**src/rtl/cpu_pkg.sv**
```systemverilog
// Shared CPU definitions: default datapath width and sequencer state encodings.
package cpu_pkg;

    localparam int DATA_W = 10;

    // Encoding 2'd3 is unused; the sequencer treats it as a fault and returns to IDLE.
    typedef enum logic [1:0] {
        ST_IDLE  = 2'd0,
        ST_SHIFT = 2'd1,
        ST_DONE  = 2'd2
    } state_t;

endpackage

```
**src/rtl/full_subtractor.sv**
```systemverilog
// One-bit full subtractor cell: diff = x - y - bin, with borrow-out.
module full_subtractor (
    output logic diff,
    output logic bout,
    input  logic x,
    input  logic y,
    input  logic bin
);

    // Borrow when y outranks x, or when x==y and a borrow is already pending.
    always_comb begin
        diff = x ^ y ^ bin;
        bout = (~x & y) | (~(x ^ y) & bin);
    end

endmodule

```
**src/rtl/serial_subtractor.sv**
```systemverilog
// Bit-serial subtract unit: diff = a - b - bin, one bit per clock, LSB first.
// Accept edge -> WIDTH shift cycles -> one DONE cycle; the done pulse and the
// new result appear together on the edge that leaves DONE.
module serial_subtractor
    import cpu_pkg::*;
#(
    parameter int WIDTH = DATA_W
) (
    input  logic             clk,
    input  logic             rst_n,
    input  logic             start,
    input  logic [WIDTH-1:0] a,
    input  logic [WIDTH-1:0] b,
    input  logic             bin,
    output logic             ready,
    output logic             done,
    output logic [WIDTH-1:0] diff,
    output logic             bout,
    output logic             ovf,
    output logic             zero
);

    localparam int CNT_W = $clog2(WIDTH);
    localparam logic [CNT_W-1:0] LAST_BIT = CNT_W'(WIDTH - 1);

    state_t             state;
    state_t             state_next;
    logic [WIDTH-1:0]   a_sh;
    logic [WIDTH-1:0]   b_sh;
    logic [WIDTH-1:0]   res_sh;
    logic               borrow;
    logic [CNT_W-1:0]   count;
    logic               a_msb;
    logic               b_msb;
    logic               bit_d;
    logic               bit_b;
    logic               accept;

    assign ready  = (state == ST_IDLE);
    assign accept = ready & start;

    // Single cell reused every shift cycle on the current operand LSBs.
    full_subtractor u_cell (
        .diff (bit_d),
        .bout (bit_b),
        .x    (a_sh[0]),
        .y    (b_sh[0]),
        .bin  (borrow)
    );

    // State register.
    always_ff @(posedge clk or negedge rst_n) begin
        if (!rst_n) state <= ST_IDLE;
        else        state <= state_next;
    end

    // Next-state logic; any unused encoding falls back to IDLE.
    always_comb begin
        state_next = state;
        case (state)
            ST_IDLE:  if (start) state_next = ST_SHIFT;
            ST_SHIFT: if (count == LAST_BIT) state_next = ST_DONE;
            ST_DONE:  state_next = ST_IDLE;
            default:  state_next = ST_IDLE;
        endcase
    end

    // Operand capture on accept, then one bit per cycle while shifting.
    always_ff @(posedge clk or negedge rst_n) begin
        if (!rst_n) begin
            a_sh   <= '0;
            b_sh   <= '0;
            res_sh <= '0;
            borrow <= 1'b0;
            count  <= '0;
            a_msb  <= 1'b0;
            b_msb  <= 1'b0;
        end else if (accept) begin
            a_sh   <= a;
            b_sh   <= b;
            borrow <= bin;
            count  <= '0;
            a_msb  <= a[WIDTH-1];
            b_msb  <= b[WIDTH-1];
        end else if (state == ST_SHIFT) begin
            res_sh <= {bit_d, res_sh[WIDTH-1:1]};
            a_sh   <= a_sh >> 1;
            b_sh   <= b_sh >> 1;
            borrow <= bit_b;
            count  <= count + CNT_W'(1);
        end
    end

    // Result registers load only when leaving DONE; done pulses on that same edge.
    always_ff @(posedge clk or negedge rst_n) begin
        if (!rst_n) begin
            done <= 1'b0;
            diff <= '0;
            bout <= 1'b0;
            ovf  <= 1'b0;
            zero <= 1'b0;
        end else begin
            done <= (state == ST_DONE);
            if (state == ST_DONE) begin
                diff <= res_sh;
                bout <= borrow;
                ovf  <= (a_msb != b_msb) && (res_sh[WIDTH-1] != a_msb);
                zero <= (res_sh == '0);
            end
        end
    end

endmodule
```
**config.mk**
```make
export PLATFORM = sky130hd
export DESIGN_NAME = serial_subtractor
export DESIGN_NICKNAME = d
export VERILOG_FILES = /design/src/rtl/cpu_pkg.sv /design/src/rtl/full_subtractor.sv /design/src/rtl/serial_subtractor.sv
export SDC_FILE = /design/constraint.sdc
export NUM_CORES = 1
export LEC_CHECK = 0
export BUFFER_PORTS_ARGS = -buffer_cell sky130_fd_sc_hd__buf_2
export CAP_MARGIN = 25
export CELL_PAD_IN_SITES_DETAIL_PLACEMENT = 0
export CELL_PAD_IN_SITES_GLOBAL_PLACEMENT = 1
export CORE_ASPECT_RATIO = 1.2
export CORE_MARGIN = 8
export CORE_UTILIZATION = 45
export DETAILED_ROUTE_END_ITERATION = 8
export PLACE_DENSITY = 0.85
export SYNTH_ARGS = -nofsm -noshare
export SYNTH_HDL_FRONTEND = slang
export SYNTH_SLANG_ARGS = --single-unit
```
**constraint.sdc**
```tcl
create_clock -name clk -period 2.05 [get_ports clk]
set_input_delay 0.205 -clock clk [delete_from_list [all_inputs] [get_ports clk]]
set_output_delay 0.205 -clock clk [all_outputs]
set_load 0.005 [all_outputs]
```
# After elaboration in Yosys (flattened, before gate mapping)

Cells that the tools add are included.

RAM bits: 0
Output and inout bits: 15
Memories kept: 0
Register bits after elaboration: 53
Word-level logic and storage cells: 47
Latch bits: 0
ROM bits: 0

Add/subtract/negate cells: 1
Equality and inequality tests: 7
Reduce and logical (&&, ||, !) cells: 6
$lt $le $gt $ge: 0
Muxes and demuxes: 11
Bitwise logic cells: 9
Div/mod/pow operators: 0
Shift-type cells: 0
Multiply operators: 0

Operators with widths:

| kind                                                             | number |
|---|---|
| 10-bit 2-to-1 mux                                                | 4 |
| 10-bit zero test                                                 | 1 |
| 4-bit 2-to-1 mux                                                 | 2 |
| 4-bit by 1-bit adder with 4-bit output (second input constant)   | 1 |
| 4-bit == test (second input constant)                            | 1 |
| 2-bit 2-to-1 mux                                                 | 2 |
| 2-bit inequality test (second input constant)                    | 2 |
| 2-bit case mux with 2 select lines                               | 1 |
| 2-bit AND reduction                                              | 2 |
| 1-bit AND                                                        | 3 |
| 1-bit inverter                                                   | 3 |
| 2-bit by 1-bit == test with 1-bit output (second input constant) | 1 |
| 2-bit == test (second input constant)                            | 1 |
| 2-bit zero test                                                  | 1 |
| 1-bit 2-to-1 mux                                                 | 2 |
| 1-bit inequality test                                            | 2 |
| 2-bit nonzero test                                               | 1 |
| 1-bit XOR                                                        | 2 |
| 1-bit logical AND                                                | 1 |
| 1-bit OR                                                         | 1 |

# Depth between registers and ports, before layout

Depth after elaboration: 6
Gate-level depth with buffers: 5
Mapped depth without buffers: 5

# Modules after synthesis

A second synthesis with hierarchy kept.

Cell total of the unflattened synthesis: 229
Area, all modules: 2244.7 um2

Modules (own cells, without submodules):

| module            | times used | cells each | area each (um2) |
|---|---|---|---|
| serial_subtractor | 1          | 225        | 2213.4 |
| full_subtractor   | 1          | 4          | 31.3 |

# Least setup slack after synthesis

Ideal clock, no wire load.

Kind: reg2reg
Start point: register state[1]
End point: register count[2]
Period minus slack after synthesis: 1.317 ns
Setup time: 0.123 ns
Slack: 0.733 ns
Arrival time: 1.194 ns
Stages on the path, launching flop included: 6
Cells stage by stage: dfrtp_1 > or3b_1 > buf_6 > buf_6 > nand3_1 > o21ai_1

Cells in the longest elaborated chain, start to end: 3

Ends and longest elaborated chain:

| element                                                       | line                    | RTL |
|---|---|---|
| start, declared                                               | serial_subtractor.sv:26 | `state_t state;` |
| start signal, assigned                                        | serial_subtractor.sv:54 | `else state <= state_next;` |
| 2-bit zero test                                               | serial_subtractor.sv:39 | `assign ready = (state == ST_IDLE);` |
| 1-bit AND                                                     | serial_subtractor.sv:40 | `assign accept = ready & start;` |
| 4-bit 2-to-1 mux / 2-bit nonzero test (equally long branches) | --                      |  |
| end signal, assigned                                          | serial_subtractor.sv:90 | `count <= count + CNT_W'(1);` |
| end, declared                                                 | serial_subtractor.sv:32 | `logic [CNT_W-1:0] count;` |

Several ways; a longest one is shown, not always the timed one.
A chain may end at the register's enable or synchronous reset.

# Worst setup path in the final report

Start point: register state[0]
End point: register diff[4]

Cells in the longest elaborated chain, start to end: 1

Ends and longest elaborated chain:

| element              | line                     | RTL |
|---|---|---|
| 2-bit == test        | serial_subtractor.sv:104 | `if (state == ST_DONE) begin` |
| end signal, assigned | serial_subtractor.sv:105 | `diff <= res_sh;` |
| end, declared        | serial_subtractor.sv:17  | `output logic [WIDTH-1:0] diff,` |

No other way between the ends.

==> results.tsv <==
metric	value	unit
Pwr Density	1437	mW/mm2
dpl ws	0.4804	ns
Setup Fix Bufs, Post-CTS	0	
number of port buffers	38	
initial antenna violation count	0	
DR DRC count	0	
FF+latch count, synth	53	
GR Util met2	0.2137	
sw frac	0.3679	
largest net degree at the start of global routing	31	
area of the multi-input gates	819.5	um2
syn nets	255	
P&R area growth vs syn	16.14	%
final setup violation count	0	
gr ovfl total	0	
Final GP Congestion	0.7527	
NetSw	0.001376	W
crit path launch type	flip-flop	
final setup margin	0.5028	ns
Vias/cell	4.949	
Crit Path Category	reg -> reg	
Initial DRT Pass Iterations	4	
Critical Path End Type	flip-flop	
post-synthesis instance area	0.002241	mm2
Max Cap Viol	0	
vias in the first global route	1756	
post-synth top area share	0.5918	
met3 Use GR	0.03071	
Critical-path top delay cell	nand2b_1	
Slew Limit Fails	0	
combinational power share	0.347	
area leader, netlist	dfrtp_1	
global route hottest layer	met2	
clock root buffer	clkbuf_8	
sequential share of power	0.491	
number of filler cells placed in the layout	461	
Final Skew	0.02016	ns
CP delay by family, top	simple AND/OR/NAND/NOR gates	
status	complete, no violations	
Worst-Skew Late Latency	0.32	ns
Syn Area/Cell	9.829	um2
Final #Nets	297	
Avg WL per Cell	13.58	um
clock buffer count from CTS	5	
crit-path cells	nand2b_1 > mux2_2	
Synth area leaders	dfrtp_1 59%, nand2_1 14%, mux2_2 5.0%	
Rel. slew slack	0.5467	
layout cells sized above 1	0.2362	
CTS Buffer Depth	2	
worst slew pin tran	0.6799	ns
Critical Path RT	2.24	ns
Global Route Usage Sum	0.1295	
Synth Instances	228	
die width	80.42	um
Clk pwr share	0.163	
HP Class	in -> reg	
row count	28	
Max VDD drop	0.5769	mV
Ant. Diodes	0	
Die Height	93.31	um
Peak Freq	0.6463	GHz
Yosys cell types	29	
post-CTS sizing	0	
routed vias	1638	
DRT antenna net count	0	
Seq/Total Area, Yosys	0.5918	
Leak Pwr	1.313	nW
drt total wl	4.496	mm
DIE AREA	0.007504	mm2
CP Max Fanout	17	
Hold Buf Count CTS	1	
CTS tree	yes	
Initial Utilization	0.4602	
I/O pin count	39	
Post-Route Utilization	0.5344	
Clock Sinks	53	
CP bufs+invs	0	
RSZ-0062 raised after global routing	no	
Detailed Place HPWL	3.223	mm
Fin. Hold Viols	0	
area of the core	0.004870	mm2
Period Utilization, post-route	0.7548	
Arr. time, crit path	1.74	ns
Reg clk slew, reported paths	0.09	ns
DR iter-0 viols	78	
crit path time final	1.547	ns
setup TNS	0	ns
Internal Power	0.002364	W
Synthesis Warnings	0	
Max stage delay on crit path	0.58	ns
FF+latch area	0.001326	mm2
global-route wire length before repair	7.845	mm
H-tree Lvls	2	
met1 Track Usage GR	0.1597	
==> worst min-delay path, stage by stage <==
cell	delay, ns
buf_2	0.08
a22oi_1	0.07
nand2_1	0.05
==> cell type report <==
class / count / area share
clock buffers: 5 / 0.02644
repair buffers: 47 / 0.1048
clock inverters: 3 / 0.009615
multi-input cells: 159 / 0.3149
flip-flops and latches: 53 / 0.5096
well taps: 60 / 0.02885
inverters: 4 / 0.005769
==> state kept, by name, summed over array words and instances (netlist names), 2 cells and up <==
register,cells
a_sh,10
b_sh,10
count,4
diff,10
res_sh,10
state,2
==> synth_stat cells <==
| cell | count |
|---|---|
| nand3b_1 | 1 |
| dfrtp_1 | 53 |
| ha_1 | 2 |
| a221o_1 | 1 |
| o21ai_0 | 6 |
| a31oi_1 | 16 |
| nand4_1 | 1 |
| buf_6 | 4 |
| inv_1 | 4 |
| nor2_1 | 19 |
| and2b_1 | 1 |
| buf_1 | 1 |
| nand3_1 | 3 |
| nor2b_1 | 1 |
| o21ai_1 | 1 |
| nor4_1 | 2 |
| mux2_2 | 10 |
| fa_1 | 1 |
| a21oi_1 | 1 |
| a22oi_1 | 2 |
| mux2i_1 | 1 |
| nand2_1 | 83 |
| or3b_1 | 1 |
| clkbuf_1 | 3 |
| buf_2 | 4 |
| o21bai_1 | 1 |
| nor3_1 | 1 |
| nor3b_1 | 2 |
| nand2b_1 | 2 |
==> final timing paths <==
| check | depth (start not counted) | from | end | slack [ns] |
|---|---|---|---|---|
| worst max-delay path | 2 | state[0]$_DFFE_PN0P_ | diff[4]$_DFFE_PN0P_ | 0.50 |
| worst min-delay path | 3 | b[0] | b_sh[0]$_DFFE_PN0P_ | 0.14 |
| worst max register to register | 2 | state[0]$_DFFE_PN0P_ | diff[4]$_DFFE_PN0P_ | 0.50 |
| worst min register to register | 1 | count[3]$_DFFE_PN0P_ | count[3]$_DFFE_PN0P_ | 0.48 |
| max in group asynchronous | 3 | rst_n | a_msb$_DFFE_PN0P_ | 1.09 |
| min in group asynchronous | 2 | rst_n | diff[8]$_DFFE_PN0P_ | 0.39 |
==> stage by stage <==
step / hold slack [ns] / total power (W) / instances / area (um2)
5_1_grt: 0.1408 / 0.004100 / 331 / 2603
3_3_place_gp: 0.2293 / 0.003119 / 322 / 2499
4_1_cts: 0.1186 / 0.003803 / 331 / 2603
2_1_floorplan: -0.09059 / 0.002708 / 228 / 2241
6_report: 0.1352 / 0.003741 / 331 / 2603
3_5_place_dp: 0.2289 / 0.003181 / 322 / 2499
==> cell families (layout without fill, tap and decap cells) <==
group,after synthesis,in the layout,share of synthesized area
multiplexers,11,11,0.05472
AND/OR/NAND/NOR,117,117,0.2138
buffers and inverters,16,59,0.04243
adder cells (fa/ha/maj),3,3,0.02010
flip-flops,53,53,0.5918
AO/OA/AOI/OAI,28,28,0.07705
==> power by group through the flow <==
stage | combinational, W | sequential (W) | clock [W]
global route | 0.00153 | 0.00190 | 0.000669
global placement | 0.00128 | 0.00184 | 0
finish | 0.00130 | 0.00183 | 0.000608
floorplan | 0.000913 | 0.00180 | 0
detailed placement | 0.00132 | 0.00186 | 0
CTS | 0.00133 | 0.00184 | 0.000635
==> routing by layer <==
metal  part of all wire  vias to the layer above
li1                   -                      833
met1               0.46                      769
met2               0.49                       30
met3              0.040                        6
met4              0.013                        0
met5                  0                        -
==> cell usage in the layout, fill, tap and decap left out, types with 2 or more instances in the layout <==
cell type,Yosys,final
nand2_1,83,83
inv_1,4,4
mux2_2,10,10
a22oi_1,2,2
nand3_1,3,3
nor4_1,2,2
ha_1,2,2
o21ai_0,6,6
nor3b_1,2,2
clkbuf_8,0,5
a31oi_1,16,16
dfrtp_1,53,53
buf_4,0,7
buf_2,4,38
nand2b_1,2,2
nor2_1,19,19
Note: power is estimated with default switching activity, not from simulation.
